### config.mk
export PLATFORM = sky130hd
export DESIGN_NAME = anita3_hold_scheduler
export DESIGN_NICKNAME = d
export VERILOG_FILES = /design/src/rtl/anita3_trig_pkg.sv /design/src/rtl/anita3_trig_edge_detect.sv /design/src/rtl/anita3_hold_scheduler.sv
export SDC_FILE = /design/constraint.sdc
export NUM_CORES = 1
export LEC_CHECK = 0
export BUFFER_PORTS_ARGS = -buffer_cell sky130_fd_sc_hd__buf_2
export CELL_PAD_IN_SITES_DETAIL_PLACEMENT = 2
export CELL_PAD_IN_SITES_GLOBAL_PLACEMENT = 2
export CORE_MARGIN = 2
export CORE_UTILIZATION = 35
export CTS_CLUSTER_SIZE = 30
export DETAILED_ROUTE_END_ITERATION = 10
export MAX_ROUTING_LAYER = met4
export PLACE_DENSITY_LB_ADDON = 0.1
export SLEW_MARGIN = 20
export SYNTH_ARGS = -nofsm -noshare
export SYNTH_HDL_FRONTEND = slang
export SYNTH_HIERARCHICAL = 1
export SYNTH_SLANG_ARGS = --single-unit
### constraint.sdc
create_clock -name clk250_i -period 2.3 [get_ports clk250_i]
set_input_delay 0.115 -clock clk250_i [delete_from_list [all_inputs] [get_ports clk250_i]]
set_output_delay 0.115 -clock clk250_i [all_outputs]
set_load 0.05 [all_outputs]
### src/rtl/anita3_trig_pkg.sv
`default_nettype none
// ============================================================================
//  Module : anita3_trig_pkg
//  Brief  : Shared sizes, trigger-source bit positions and the scheduler
//           state encoding for the ANITA3 hold scheduler.
//  Rev    : 1.0  initial release
// ============================================================================
package anita3_trig_pkg;

   // Trigger source count and bit positions inside the trigger vector.
   localparam int NUM_TRIG  = 4;
   localparam int TRIG_RF   = 0;
   localparam int TRIG_PPS1 = 1;
   localparam int TRIG_PPS2 = 2;
   localparam int TRIG_SOFT = 3;

   // SURF hold buffer count (power of two) and its index width.
   localparam int NUM_HOLD  = 4;
   localparam int BUF_BITS  = $clog2(NUM_HOLD);

   // Scheduler states.
   typedef enum logic [1:0] {
      S_IDLE    = 2'd0,
      S_ISSUE   = 2'd1,
      S_HOLDOFF = 2'd2
   } sched_state_e;

endpackage : anita3_trig_pkg
`default_nettype wire

### src/rtl/anita3_trig_edge_detect.sv
`default_nettype none
// ============================================================================
//  Module : anita3_trig_edge_detect
//  Brief  : Registered rising-edge detector for the trigger level inputs.
//           The edge vector is presented one cycle after the input is
//           first sampled high, giving the scheduler a clean registered
//           source mask.
//  Rev    : 1.0  initial release
// ============================================================================
module anita3_trig_edge_detect #(
   parameter int WIDTH = 4
) (
   input  logic             clk_i,
   input  logic             rst_n_i,
   input  logic [WIDTH-1:0] trig_i,
   output logic [WIDTH-1:0] edge_o
);

   logic [WIDTH-1:0] trig_q;
   logic [WIDTH-1:0] edge_q;

   // Track previous trigger levels and register the rising-edge vector.
   always_ff @(posedge clk_i or negedge rst_n_i) begin
      if (!rst_n_i) begin
         trig_q <= '0;
         edge_q <= '0;
      end else begin
         trig_q <= trig_i;
         edge_q <= trig_i & ~trig_q;
      end
   end

   assign edge_o = edge_q;

endmodule : anita3_trig_edge_detect
`default_nettype wire

### src/rtl/anita3_hold_scheduler.sv
`default_nettype none
// ============================================================================
//  Module : anita3_hold_scheduler
//  Brief  : Allocates SURF hold buffers in strict round-robin order to
//           incoming trigger edges, issues digitize requests, releases
//           buffers on readout clears, flags deadtime and counts lost
//           triggers. Single clk250 domain.
//  Rev    : 1.0  initial release
// ============================================================================
module anita3_hold_scheduler #(
   parameter int NUM_TRIG = anita3_trig_pkg::NUM_TRIG,
   parameter int NUM_HOLD = anita3_trig_pkg::NUM_HOLD,
   parameter int HOLDOFF  = 16
) (
   input  logic                        clk250_i,
   input  logic                        rst_n_i,
   input  logic [NUM_TRIG-1:0]         trig_i,
   input  logic                        disable_i,
   input  logic                        clear_i,
   input  logic [$clog2(NUM_HOLD)-1:0] clear_buffer_i,
   output logic                        digitize_o,
   output logic [$clog2(NUM_HOLD)-1:0] digitize_buffer_o,
   output logic [NUM_TRIG-1:0]         digitize_source_o,
   input  logic                        digitize_ack_i,
   output logic [NUM_HOLD-1:0]         HOLD_o,
   output logic [NUM_HOLD-1:0]         buffer_status_o,
   output logic                        dead_o,
   output logic [15:0]                 lost_count_o
);

   import anita3_trig_pkg::*;

   localparam int BUF_BITS = $clog2(NUM_HOLD);
   // Holdoff counter only needs to reach HOLDOFF-1.
   localparam int CNT_W    = (HOLDOFF > 1) ? $clog2(HOLDOFF) : 1;

   sched_state_e          state_q;
   logic [BUF_BITS-1:0]   wr_ptr_q;
   logic [CNT_W-1:0]      cnt_q;
   logic                  digitize_q;
   logic [BUF_BITS-1:0]   dig_buf_q;
   logic [NUM_TRIG-1:0]   dig_src_q;
   logic [NUM_HOLD-1:0]   status_q;
   logic [NUM_HOLD-1:0]   hold_q;
   logic [NUM_HOLD-1:0]   hold_d;
   logic [15:0]           lost_q;

   logic [NUM_TRIG-1:0]   edge_w;
   logic                  any_edge_w;
   logic                  accept_w;
   logic                  lost_w;

   anita3_trig_edge_detect #(
      .WIDTH (NUM_TRIG)
   ) u_edge (
      .clk_i   (clk250_i),
      .rst_n_i (rst_n_i),
      .trig_i  (trig_i),
      .edge_o  (edge_w)
   );

   // Accept only into the buffer at the write pointer; a full slot there
   // blocks the scheduler even when other buffers are free.
   assign any_edge_w = |edge_w;
   assign accept_w   = any_edge_w & (state_q == S_IDLE) & ~disable_i & ~hold_q[wr_ptr_q];
   assign lost_w     = any_edge_w & ~disable_i & ~accept_w;

   // Next hold vector: clear releases first, accept then claims the slot.
   // Accept never targets an occupied slot, so a same-cycle clear of the
   // write-pointer buffer cannot be bypassed by a trigger.
   always_comb begin
      hold_d = hold_q;
      if (clear_i) begin
         hold_d[clear_buffer_i] = 1'b0;
      end
      if (accept_w) begin
         hold_d[wr_ptr_q] = 1'b1;
      end
   end

   // Hold buffer occupancy register.
   always_ff @(posedge clk250_i or negedge rst_n_i) begin
      if (!rst_n_i) begin
         hold_q <= '0;
      end else begin
         hold_q <= hold_d;
      end
   end

   // Scheduler FSM with registered digitize command and write pointer.
   always_ff @(posedge clk250_i or negedge rst_n_i) begin
      if (!rst_n_i) begin
         state_q    <= S_IDLE;
         wr_ptr_q   <= '0;
         cnt_q      <= '0;
         digitize_q <= 1'b0;
         dig_buf_q  <= '0;
         dig_src_q  <= '0;
         status_q   <= '0;
      end else begin
         case (state_q)
            S_IDLE: begin
               if (accept_w) begin
                  digitize_q <= 1'b1;
                  dig_buf_q  <= wr_ptr_q;
                  dig_src_q  <= edge_w;
                  status_q   <= hold_d;
                  wr_ptr_q   <= wr_ptr_q + 1'b1;
                  state_q    <= S_ISSUE;
               end
            end
            S_ISSUE: begin
               if (digitize_ack_i) begin
                  digitize_q <= 1'b0;
                  if (HOLDOFF == 0) begin
                     state_q <= S_IDLE;
                  end else begin
                     cnt_q   <= CNT_W'(HOLDOFF - 1);
                     state_q <= S_HOLDOFF;
                  end
               end
            end
            S_HOLDOFF: begin
               if (cnt_q == '0) begin
                  state_q <= S_IDLE;
               end else begin
                  cnt_q <= cnt_q - 1'b1;
               end
            end
            default: begin
               state_q <= S_IDLE;
            end
         endcase
      end
   end

   // Saturating count of enabled trigger edges that could not be accepted.
   always_ff @(posedge clk250_i or negedge rst_n_i) begin
      if (!rst_n_i) begin
         lost_q <= '0;
      end else if (lost_w && (lost_q != 16'hFFFF)) begin
         lost_q <= lost_q + 16'd1;
      end
   end

   assign digitize_o        = digitize_q;
   assign digitize_buffer_o = dig_buf_q;
   assign digitize_source_o = dig_src_q;
   assign HOLD_o            = hold_q;
   assign buffer_status_o   = status_q;
   assign lost_count_o      = lost_q;
   assign dead_o            = disable_i | (state_q != S_IDLE) | hold_q[wr_ptr_q];

endmodule : anita3_hold_scheduler
`default_nettype wire

==> Yosys cells after proc, flatten, opt, wreduce, memory -nomap -nowiden <==
Index checks and enable logic that the tools add are counted.
W data, S select, Z words.
{ "totals": {"register_bits": 47, "input_bits": 11, "out_inout_bits": 32, "wordCells": 71} }
{ "op_classes": {"n_addsub": 3, "magnitude_cmp": 4, "n_eq_ne": 7, "n_mux": 18, "n_bitwise": 15, "n_reduce_logical": 13} }
{ "ops": {"columns": ["cell", "count"], "rows": [
  ["$add A16 B1 Y16 const B", 1],
  ["$mux W4", 4],
  ["$ne A16 B16 Y1 const B", 1],
  ["$reduce_and A3 Y1", 3],
  ["$and A4 B4 Y4", 2],
  ["$ne A2 B2 Y1 const B", 4],
  ["$not A4 Y4", 2],
  ["$pmux W4 S2", 1],
  ["$lt A2 B3 Y1 const B", 2],
  ["$mux W2", 3],
  ["$pmux W2 S3", 1],
  ["$reduce_bool A2 Y1", 3],
  ["$and A1 B1 Y1", 5],
  ["$mux W1", 5],
  ["$demux W1 S2", 2],
  ["$ge A2 B1 Y1 const B", 2],
  ["$logic_not A4 Y1", 1],
  ["$or A4 B4 Y4", 1],
  ["$reduce_or A4 Y1", 1],
  ["$sub A4 B1 Y4 const B", 1],
  ["$logic_and A1 B1 Y1", 3],
  ["$not A1 Y1", 3],
  ["$add A2 B1 Y2 const B", 1],
  ["$bmux W1 S2", 1],
  ["6 further kinds", 7]
]} }

==> Depth between registers and ports, before layout <==
Gate-level depths: netlist of run 1.
{ "logic_depth": {"word_depth": 9, "ltp_mapped": 8, "depth_no_buf": 7} }

==> Cells and area by module <==
Netlist of run 1, hierarchy kept.
{ "by_module_without_submodules": {"columns": ["module", "instances", "cells_each", "area_each_um2", "seq_area_each_um2"], "rows": [
  ["anita3_hold_scheduler", 1, 176, 1871.8, 975.9],
  ["anita3_trig_edge_detect", 1, 12, 255.2, 200.2]
]} }

==> Worst setup path before layout of run 1 <==
OpenSTA, ideal clock, no wires.
{ "synth_path": {"kind": "reg-to-reg", "from": "register lost_q[0], in the netlist lost_count_o[0]", "to": "register lost_q[1], in the netlist lost_count_o[1]", "setup_time_ns": 0.128, "t_arrival_ns": 2.111, "t_required_ns": 2.172, "slack_ns": 0.061, "stages_incl_launch_ff": 7, "path_buffers": 1, "period_less_slack_ns": 2.239, "cell_sequence": "dfrtp_1 > ha_1 > nand4_1 > or4_1 > buf_2 > nand3_2 > mux2_1"} }
{ "synth_via": {"elab_chain_len": 2, "word_cells_on_any_way": 3, "cone_classes": "1 x add/sub; 1 x eq/ne; 1 x reduce/logical"} }
{ "synth_lines": {"columns": ["element", "line_no", "source"], "rows": [
  ["start: declaration", "anita3_hold_scheduler.sv:46", "logic [15:0] lost_q;"],
  ["start signal: assignment", "anita3_hold_scheduler.sv:142", "lost_q <= lost_q + 16'd1;"],
  ["branches (longest 2 deep; another with $add A16 B1 Y16)", null, null]
]} }
Parallel ways; which one is timed is not known.
A chain may end at the register's enable or synchronous reset.

==> Worst setup path after layout of run 1 <==
Ends and elaborated chain as after synthesis.

==> results of run 1 <==
[final timing paths]
kind | startpoint | end | depth (start not counted)
max reg2reg | lost_count_o[0] | lost_count_o[1] | 5
max | lost_count_o[0] | lost_count_o[1] | 5
min | digitize_ack_i | state_q[0] | 2
max in group asynchronous | rst_n_i | lost_count_o[5] | 3
min in group asynchronous | rst_n_i | cnt_q[1] | 2
min reg2reg | u_edge/trig_q[3] | u_edge/edge_o[3] | 1
[cells by family after synthesis]
family / synth area share
adder cells (fa/ha/maj): 0.0353
flip-flops: 0.553
XOR/XNOR: 0.0618
AND/OR/NAND/NOR: 0.172
buffers and inverters: 0.0341
AO/OA/AOI/OAI: 0.0953
multiplexers: 0.0482
[cell type report]
cell class              count  area share
multi-input cells         125       0.342
clock inverters             1      0.0117
repair buffers             49       0.107
inverters                  11      0.0161
flip-flops and latches     47       0.458
clock buffers               6      0.0283
well taps                  75      0.0365
[worst max-delay path, delay by kind of cell, from the launching register on]
family	cells	cell delay, ns
fa+ha+maj	1	0.25
simple gates	3	0.98
mux	1	0.34
flops	1	0.41
[sequential cells by signal (all words and copies together), names as in the netlist]
signal,count
lost_count_o,16
HOLD_o,4
buffer_status_o,4
cnt_q,4
digitize_source_o,4
u_edge/edge_o,4
u_edge/trig_q,4
digitize_buffer_o,2
state_q,2
wr_ptr_q,2
digitize_o,1
[repair_timing]
action / 4_1_cts / 5_1_grt
endpoints found under the hold margin: 17 / 0
gates resized for setup: 0 / 0
setup endpoints to repair: 0 / 0
hold buffers: 5 / 0
[synthesized netlist by cell type (2+ instances only)]
cell type | n | share of area
nand4_1 | 6 | 0.018
ha_1 | 6 | 0.035
a21o_1 | 3 | 0.011
nor2b_4 | 4 | 0.026
xnor2_1 | 7 | 0.029
inv_1 | 11 | 0.019
nand3_1 | 10 | 0.024
mux2i_1 | 2 | 0.0094
a21oi_1 | 7 | 0.016
o21ai_0 | 15 | 0.035
xor2_1 | 8 | 0.033
mux2_2 | 4 | 0.021
and3_1 | 2 | 0.0059
dfrtp_1 | 47 | 0.55
nor3_1 | 6 | 0.014
nand2b_1 | 2 | 0.0059
mux2_1 | 2 | 0.011
nand2_1 | 15 | 0.026
o31ai_1 | 2 | 0.0071
nor2_1 | 9 | 0.016
buf_2 | 4 | 0.0094
[where the power goes]
group | switching [mW] | internal (mW)
Clock | 0.269 | 0.319
Sequential | 0.235 | 1.05
Combinational | 1.07 | 0.456
[layer usage]
metal / wire (microns) / GRT usage / part of all wire / vias to the layer above
li1: - / - / - / 748
met1: 2460 / 0.247 / 0.48 / 810
met2: 2430 / 0.259 / 0.47 / 31
met3: 189 / 0.0363 / 0.037 / 8
met4: 73 / 0.0600 / 0.014 / 0
met5: 0 / - / 0 / -
==> impl_metrics.env, run 1 <==
export IMPL_finalInstanceArea_sq_um=2570
export IMPL_start_util=0.361
export IMPL_stdcell_count=314
export IMPL_final_layout_size_suffix_gt1_frac=0.276
export IMPL_grt_overflow=0
export IMPL_synthArstFlopShare=1.00
export IMPL_die_area_sq_um=6720
export IMPL_htreeDepth=2
export IMPL_drt_pass1_iterations=4
export IMPL_path_class="register to register"
export IMPL_antenna_left=0
export IMPL_layout_commonest_cell="dfrtp_1"
export IMPL_grt_pass1_vias=1694
export IMPL_fin_crit_sh=0.912
export IMPL_io_pins=43
export IMPL_die_x_microns=82.0
export IMPL_grt_max_degree=35
export IMPL_outcome="finished, final reports clean"
export IMPL_hpwl_microns=3860
export IMPL_regArea_sq_um=1180
export IMPL_crit_fanout=6
export IMPL_core_area_sq_um=5890
export IMPL_setup_viol=0
export IMPL_diodes=0
export IMPL_maxClockFrequency_mhz=476
export IMPL_clock_latency_ns=0.30
export IMPL_leakagePower_nw=1.28
export IMPL_drt_total_wl_microns=5150
export IMPL_syn_area_per_cell_sq_um=11.3
export IMPL_nFillCells=649
export IMPL_worst_ep_required_time_ns=2.48
export IMPL_maxCapViolations=0
export IMPL_regToRegSetupSlack_ns=0.20
export IMPL_layout_common_cells="dfrtp_1 (47), buf_2 (42), nand2_1 (15), o21ai_0 (15), inv_1 (11)"
export IMPL_final_hold_viol_count=0
export IMPL_cts_tree="built"
export IMPL_dp_slack_ns=0.213
export IMPL_port_buffers=42
export IMPL_antenna_found_initial=0
export IMPL_rsz0062_at_grt="false"
export IMPL_start_kind="register"
export IMPL_synth_edff_count=0
export IMPL_die_h_microns=82.0
export IMPL_multi_input_area_sq_um=878
export IMPL_synthCells=188
export IMPL_layout_min_cycle_time_ns=2.10
export IMPL_worstSetupEndpointType="register"
export IMPL_worst_slew_pin_slew_ns=0.554
export IMPL_remaining_drc_errors=0
export IMPL_grtUsageTotal=0.178
export IMPL_fin_nets=256
export IMPL_rows=28
export IMPL_synthesis_area_sq_um=2130
export IMPL_grt_pass1_wl_microns=8600
export IMPL_cts_path_max_buffers=2
export IMPL_totalPowerFinal_mw=3.40
export IMPL_cp_arrival_ns=2.28
export IMPL_vdd_ir_drop_worst_mv=0.581
export IMPL_synth_fp_nets=205
export IMPL_numClockSinks=47
export IMPL_cp_slowest_cell="or4_1"
export IMPL_finalWorstSetupSlack_ns=0.201
export IMPL_synth_seq_cells=47
export IMPL_whs_ns=0.0182
export IMPL_numCtsBuffers=5
export IMPL_fin_worst_skew_ns=0.00704
export IMPL_area_delta_synth_final_pct=20.7
export IMPL_path_cells="ha_1 -> nand4_1 -> or4_1 -> nand3_2 -> mux2_1"
export IMPL_yosysWarnings=6
export IMPL_power_density_nw_per_um2=1320
export IMPL_dpl_cell_area_sq_um=2410
export IMPL_synth_cell_types=37
export IMPL_vias=1597
export IMPL_wl_per_cell_microns=16.4
export IMPL_cts_root_buf="clkbuf_8"
export IMPL_viasPerCell=5.09
export IMPL_maxSlewHeadroom=0.631
export IMPL_hp_class="input pin to register"
export IMPL_detail_route_iter0_violations=50
export IMPL_clkTransAtPathRegs_ns=0.08
export IMPL_fin_util=0.436
export IMPL_ys_seq_area_frac=0.553
export IMPL_cpPeakStageDelay_ns=0.65
export IMPL_gp_congestion=0.794
export IMPL_dp_cells=302
export IMPL_drv_slew=0
export IMPL_synth_top_flop_cell="dfrtp_1"
export IMPL_setup_tns_ns=0
export IMPL_cts_setup_buffers=0
No activity file was read; power rests on OpenSTA's default activity.
==> run 2, diff against run 1 <==
==> constraint.sdc (replaced) <==
create_clock -name clk250_i -period 2.3 [get_ports clk250_i]
set_input_delay 0.46 -clock clk250_i [delete_from_list [all_inputs] [get_ports clk250_i]]
set_output_delay 0.46 -clock clk250_i [all_outputs]
set_load 0.05 [all_outputs]
==> run 2 against run 1 <==
Fmax decreased by 4.8%. First-iteration DRC count fell by 30%. Count of clock-buffer cells in the layout is the same. Non-clock buffer count is 2 lower. Clock skew decreased by 0.0014 ns. Critical path type is now register to output port. Critical path depth is 1 lower. Register-to-register slack gained 0.02 ns. Global-route usage fell by 0.99 points.
==> impl_metrics.env, run 2 (synthesis gave the netlist of run 1 again) <==
export IMPL_outcome="finished, final reports clean"
export IMPL_critPathBufInv=1
export IMPL_rr_startpoint="lost_count_o[0]"
export IMPL_min_path_cells=1
export IMPL_die_x_microns=82.0
export IMPL_crit_fanout=10
export IMPL_power_frac_comb=0.440
export IMPL_path_cells="nor3_2 -> a22oi_4 -> or2_2 -> buf_2"
export IMPL_layout_min_cycle_time_ns=2.20
export IMPL_cts_path_max_buffers=2
export IMPL_drv_slew=0
export IMPL_cpPeakStageDelay_ns=0.50
export IMPL_leakagePower_nw=1.28
export IMPL_maxCapViolations=0
export IMPL_maxClockFrequency_mhz=454
export IMPL_maxSlewHeadroom=0.636
export IMPL_drt_total_wl_microns=4840
export IMPL_hpwl_microns=3800
export IMPL_remaining_drc_errors=0
export IMPL_drt_pass1_iterations=4
export IMPL_cts_tree="built"
export IMPL_cts_root_buf="clkbuf_8"
export IMPL_antenna_found_initial=0
export IMPL_worst_ep_required_time_ns=1.84
export IMPL_seqPwrFrac=0.376
export IMPL_clock_latency_ns=0.30
export IMPL_hp_class="input pin to register"
export IMPL_r2r_end="lost_count_o[1]"
export IMPL_fin_worst_skew_ns=0.00560
export IMPL_viasPerCell=5.03
export IMPL_port_buffers=42
export IMPL_path_class="register to output port"
export IMPL_vdd_ir_drop_worst_mv=0.611
export IMPL_largest_reg_flops=16
export IMPL_layout_common_cells="dfrtp_1 (46), buf_2 (42), nand2_1 (15), o21ai_0 (15), inv_1 (11)"
export IMPL_rsz0062_at_grt="false"
export IMPL_grt_max_degree=26
export IMPL_cp_slowest_cell="dfrtp_1"
export IMPL_totalPowerFinal_mw=3.43
export IMPL_final_hold_viol_count=0
export IMPL_vias=1574
export IMPL_numClockSinks=47
export IMPL_dp_slack_ns=0.238
export IMPL_htreeDepth=2
export IMPL_min_from="trig_i[3]"
export IMPL_final_layout_size_suffix_gt1_frac=0.298
export IMPL_grt_overflow=0
export IMPL_finalWorstSetupSlack_ns=0.0955
export IMPL_p_switching_mw=1.57
export IMPL_detail_route_iter0_violations=35
export IMPL_cts_setup_buffers=0
export IMPL_layout_commonest_cell="dfrtp_1"
export IMPL_numCtsBuffers=5
export IMPL_p_int_mw=1.86
export IMPL_fin_crit_sh=0.958
export IMPL_grt_pass1_wl_microns=8360
export IMPL_antenna_left=0
export IMPL_setup_tns_ns=0
export IMPL_gp_congestion=0.791
export IMPL_area_delta_synth_final_pct=20.3
export IMPL_r2r_cells=5
export IMPL_worst_slew_pin_slew_ns=0.545
export IMPL_crit_family="simple AND/OR/NAND/NOR gates"
export IMPL_fin_nets=254
export IMPL_hold_end="u_edge/trig_q[3]"
export IMPL_cp_arrival_ns=1.74
export IMPL_worstSetupEndpointType="output port"
export IMPL_clock_power_share=0.184
export IMPL_power_density_nw_per_um2=1340
export IMPL_start_util=0.361
export IMPL_rows=28
export IMPL_clkTransAtPathRegs_ns=0.09
export IMPL_grt_pass1_vias=1696
export IMPL_core_area_sq_um=5890
export IMPL_start_kind="register"
export IMPL_wl_per_cell_microns=15.5
export IMPL_grtUsageTotal=0.168
export IMPL_io_pins=43
export IMPL_switching_share=0.458
export IMPL_die_area_sq_um=6720
export IMPL_setup_viol=0
export IMPL_regToRegSetupSlack_ns=0.22
export IMPL_diodes=0
export IMPL_die_h_microns=82.0
[run 2: changes by cell type in the layout (fill, tap and decap cells not counted)]
cell | before | now
dfrtp_1 | 47 | 46
dlygate4sd3_1 | 5 | 1
clkbuf_8 | 5 | 6
clkinv_2 | 0 | 1
clkbuf_1 | 1 | 0
dfrtp_2 | 0 | 1
buf_4 | 2 | 4
[run 2: stage by stage]
step	hold WS [ns]	instances	utilization	area, sq um
final	0.280	313	0.435	2560
after global routing	0.264	313	0.435	2560
after CTS	0.271	313	0.435	2560
after detailed placement	0.266	304	0.413	2430
after global placement	0.261	304	0.413	2430
after floorplan	0.164	188	-	2130
[run 2: final cells by class]
cell class	count	area, sq um
Clock inverter	2	35.0
Clock buffer	6	82.6
Inverter	11	41.3
Timing Repair Buffer	47	250
Tap cell	75	93.8
Multi-Input combinational cell	125	878
Sequential cell	47	1180
Fill cell	642	3330
[run 2: worst max-delay path by stage]
| stage | startpoint | end | slack, ns | cells after the start |
|---|---|---|---|---|
| after floorplan | lost_count_o[0] | lost_count_o[1] | 0.06 | 6 |
| after global placement | lost_count_o[0] | lost_count_o[1] | 0.34 | 5 |
| after detailed placement | lost_count_o[0] | lost_count_o[1] | 0.24 | 5 |
| after CTS | wr_ptr_q[0] | dead_o | 0.002 | 4 |
| after global routing | state_q[1] | dead_o | 0.003 | 4 |
| final | state_q[1] | dead_o | 0.1 | 4 |
[run 2: timing repair]
action	in CTS	in global routing
endpoints found under the hold margin	2	0
setup endpoints to repair	0	1
resized for setup	0	1
hold buffers	1	0
[run 2: metal layers]
layer	part of all wire	track usage	vias to the layer above
met5	0	-	-
met4	0.0095	0.0500	0
met3	0.040	0.0297	5
met2	0.47	0.259	32
met1	0.48	0.227	792
li1	-	-	745
[run 2: power by group through the flow]
stage	combinational, mW	clock [mW]	sequential [mW]
2_1_floorplan	0.628	0	1.81
5_1_grt	1.65	0.680	1.34
6_report	1.51	0.631	1.29
4_1_cts	1.54	0.652	1.30
3_3_place_gp	1.49	0	1.29
3_5_place_dp	1.53	0	1.31
==> run 3, diff against run 2 <==
CELL_PAD_IN_SITES_DETAIL_PLACEMENT = 0   (was 2)
CELL_PAD_IN_SITES_GLOBAL_PLACEMENT = 1   (was 2)
CORE_UTILIZATION = 42   (was 35)
==> run 3 against run 2 <==
Count of clock-buffer cells in the layout increased by 1. Power decreased by 5.2%. Non-clock buffer count decreased by 2. Combinational power about the same. Clock skew decreased by 0.00082 ns. Critical endpoint unchanged. Highest routed layer unchanged.
==> impl_metrics.env, run 3 (synthesis gave the netlist of run 1 again) <==
export IMPL_outcome="finished, final reports clean"
export IMPL_r2r_cells=5
export IMPL_remaining_drc_errors=0
export IMPL_port_buffers=42
export IMPL_grt_overflow=0
export IMPL_numClockSinks=47
export IMPL_maxClockFrequency_mhz=459
export IMPL_worst_slew_pin_slew_ns=0.382
export IMPL_ctsHoldBuffers=0
export IMPL_cts_tree="built"
export IMPL_final_layout_size_suffix_gt1_frac=0.297
export IMPL_antenna_left=0
export IMPL_start_util=0.442
export IMPL_antenna_found_initial=0
export IMPL_vdd_ir_drop_worst_mv=0.737
export IMPL_regToRegSetupSlack_ns=0.24
export IMPL_area_delta_synth_final_pct=17.6
export IMPL_multi_input_area_sq_um=886
export IMPL_rows=25
export IMPL_dp_slack_ns=0.262
export IMPL_setup_viol=0
export IMPL_cts_resized=0
export IMPL_setup_tns_ns=0
export IMPL_cp_arrival_ns=1.72
export IMPL_hpwl_microns=3010
export IMPL_totalPowerFinal_mw=3.25
export IMPL_dp_cells=295
export IMPL_power_density_nw_per_um2=1300
export IMPL_leakagePower_nw=1.25
export IMPL_die_area_sq_um=5650
export IMPL_core_area_sq_um=4820
export IMPL_fin_worst_skew_ns=0.00479
export IMPL_cp_slowest_cell="dfrtp_1"
export IMPL_die_h_microns=75.2
export IMPL_fin_nets=252
export IMPL_clkTransAtPathRegs_ns=0.08
export IMPL_seqPwrFrac=0.395
export IMPL_fin_crit_sh=0.946
export IMPL_layout_commonest_cell="dfrtp_1"
export IMPL_io_pins=43
export IMPL_worst_ep_required_time_ns=1.84
export IMPL_gp_congestion=0.852
export IMPL_maxCapViolations=0
export IMPL_wl_per_cell_microns=13.5
export IMPL_grt_max_degree=20
export IMPL_cts_root_buf="clkbuf_8"
export IMPL_fin_util=0.519
export IMPL_drv_slew=0
export IMPL_diodes=0
export IMPL_worstSetupEndpointType="output port"
export IMPL_stdcell_count=303
export IMPL_cts_path_max_buffers=2
export IMPL_switching_share=0.469
export IMPL_viasPerCell=4.99
export IMPL_rsz0062_at_grt="false"
export IMPL_cts_setup_buffers=0
export IMPL_path_cells="nor3_2 -> a22oi_4 -> or2_2 -> buf_2"
export IMPL_layout_common_cells="dfrtp_1 (46), buf_2 (42), nand2_1 (15), o21ai_0 (15), inv_1 (11)"
export IMPL_p_switching_mw=1.52
export IMPL_clock_latency_ns=0.29
export IMPL_regArea_sq_um=1180
export IMPL_grtUsageTotal=0.166
export IMPL_hp_class="input pin to asynchronous set/reset pin"
export IMPL_start_kind="register"
export IMPL_r2r_end="lost_count_o[1]"
export IMPL_rr_startpoint="lost_count_o[0]"
export IMPL_drt_pass1_iterations=4
export IMPL_final_hold_viol_count=0
export IMPL_maxSlewHeadroom=0.746
export IMPL_crit_fanout=10
export IMPL_grt_pass1_vias=1484
export IMPL_p_int_mw=1.73
export IMPL_finalWorstSetupSlack_ns=0.124
export IMPL_drt_total_wl_microns=4090
export IMPL_grt_pass1_wl_microns=6880
export IMPL_vias=1513
export IMPL_layout_min_cycle_time_ns=2.18
export IMPL_numCtsBuffers=5
export IMPL_nFillCells=468
export IMPL_cpPeakStageDelay_ns=0.50
export IMPL_die_x_microns=75.2
export IMPL_clock_power_share=0.145
export IMPL_path_class="register to output port"
export IMPL_largest_reg_flops=16
export IMPL_detail_route_iter0_violations=103
export IMPL_htreeDepth=2
export IMPL_power_frac_comb=0.461
-- run 3: changes by cell type in the layout (fill, tap and decap cells not counted), sizes merged --
| cell | delta |
|---|---|
| clkbuf | +1 |
| buf | -1 |
| bufinv | -1 |
| dlygate4sd3 | -1 |
-- run 3: power by group through the flow --
stage	Combinational, mW	Sequential, mW	Clock [mW]
floorplan	0.628	1.81	0
global placement	1.47	1.28	0
detailed placement	1.49	1.29	0
CTS	1.50	1.27	0.487
global route	1.62	1.32	0.521
finish	1.50	1.28	0.471
-- run 3: metal layers --
metal  GRT usage  wire [microns]  vias up
met1       0.223            2010      724
li1            -               -      743
met2       0.250            1800       39
met5           -               0        -
met3      0.0361             217        7
met4      0.0585              61        0
-- run 3: critical path: cells and delay by family, from the launching register on --
family | cells | cell delay (ns)
simple gates | 2 | 0.57
buf+inv | 1 | 0.21
compound gates | 1 | 0.13
flops | 1 | 0.50
-- run 3: per-stage QoR --
step                hold slack, ns  instance area, sq um
floorplan                    0.164                  2130
global placement             0.393                  2410
detailed placement           0.400                  2410
CTS                         0.0777                  2490
global route                0.0882                  2500
finish                      0.0742                  2500
-- run 3: area by class of cell --
class,instances,share of cell area
sequential,47,0.471
multi-input combinational,125,0.354
timing repair buffer,45,0.0930
tap,67,0.0335
clock buffer,7,0.0305
inverter,11,0.0165
clock inverter,1,0.00200
-- run 3: worst max path at each step --
stage               startpoint              end  slack (ns)
2_1_floorplan  lost_count_o[0]  lost_count_o[1]        0.06
3_3_place_gp   lost_count_o[0]  lost_count_o[1]        0.36
3_5_place_dp   lost_count_o[0]  lost_count_o[1]        0.26
4_1_cts            wr_ptr_q[0]           dead_o        0.03
5_1_grt             state_q[1]           dead_o       0.008
6_report            state_q[1]           dead_o        0.12
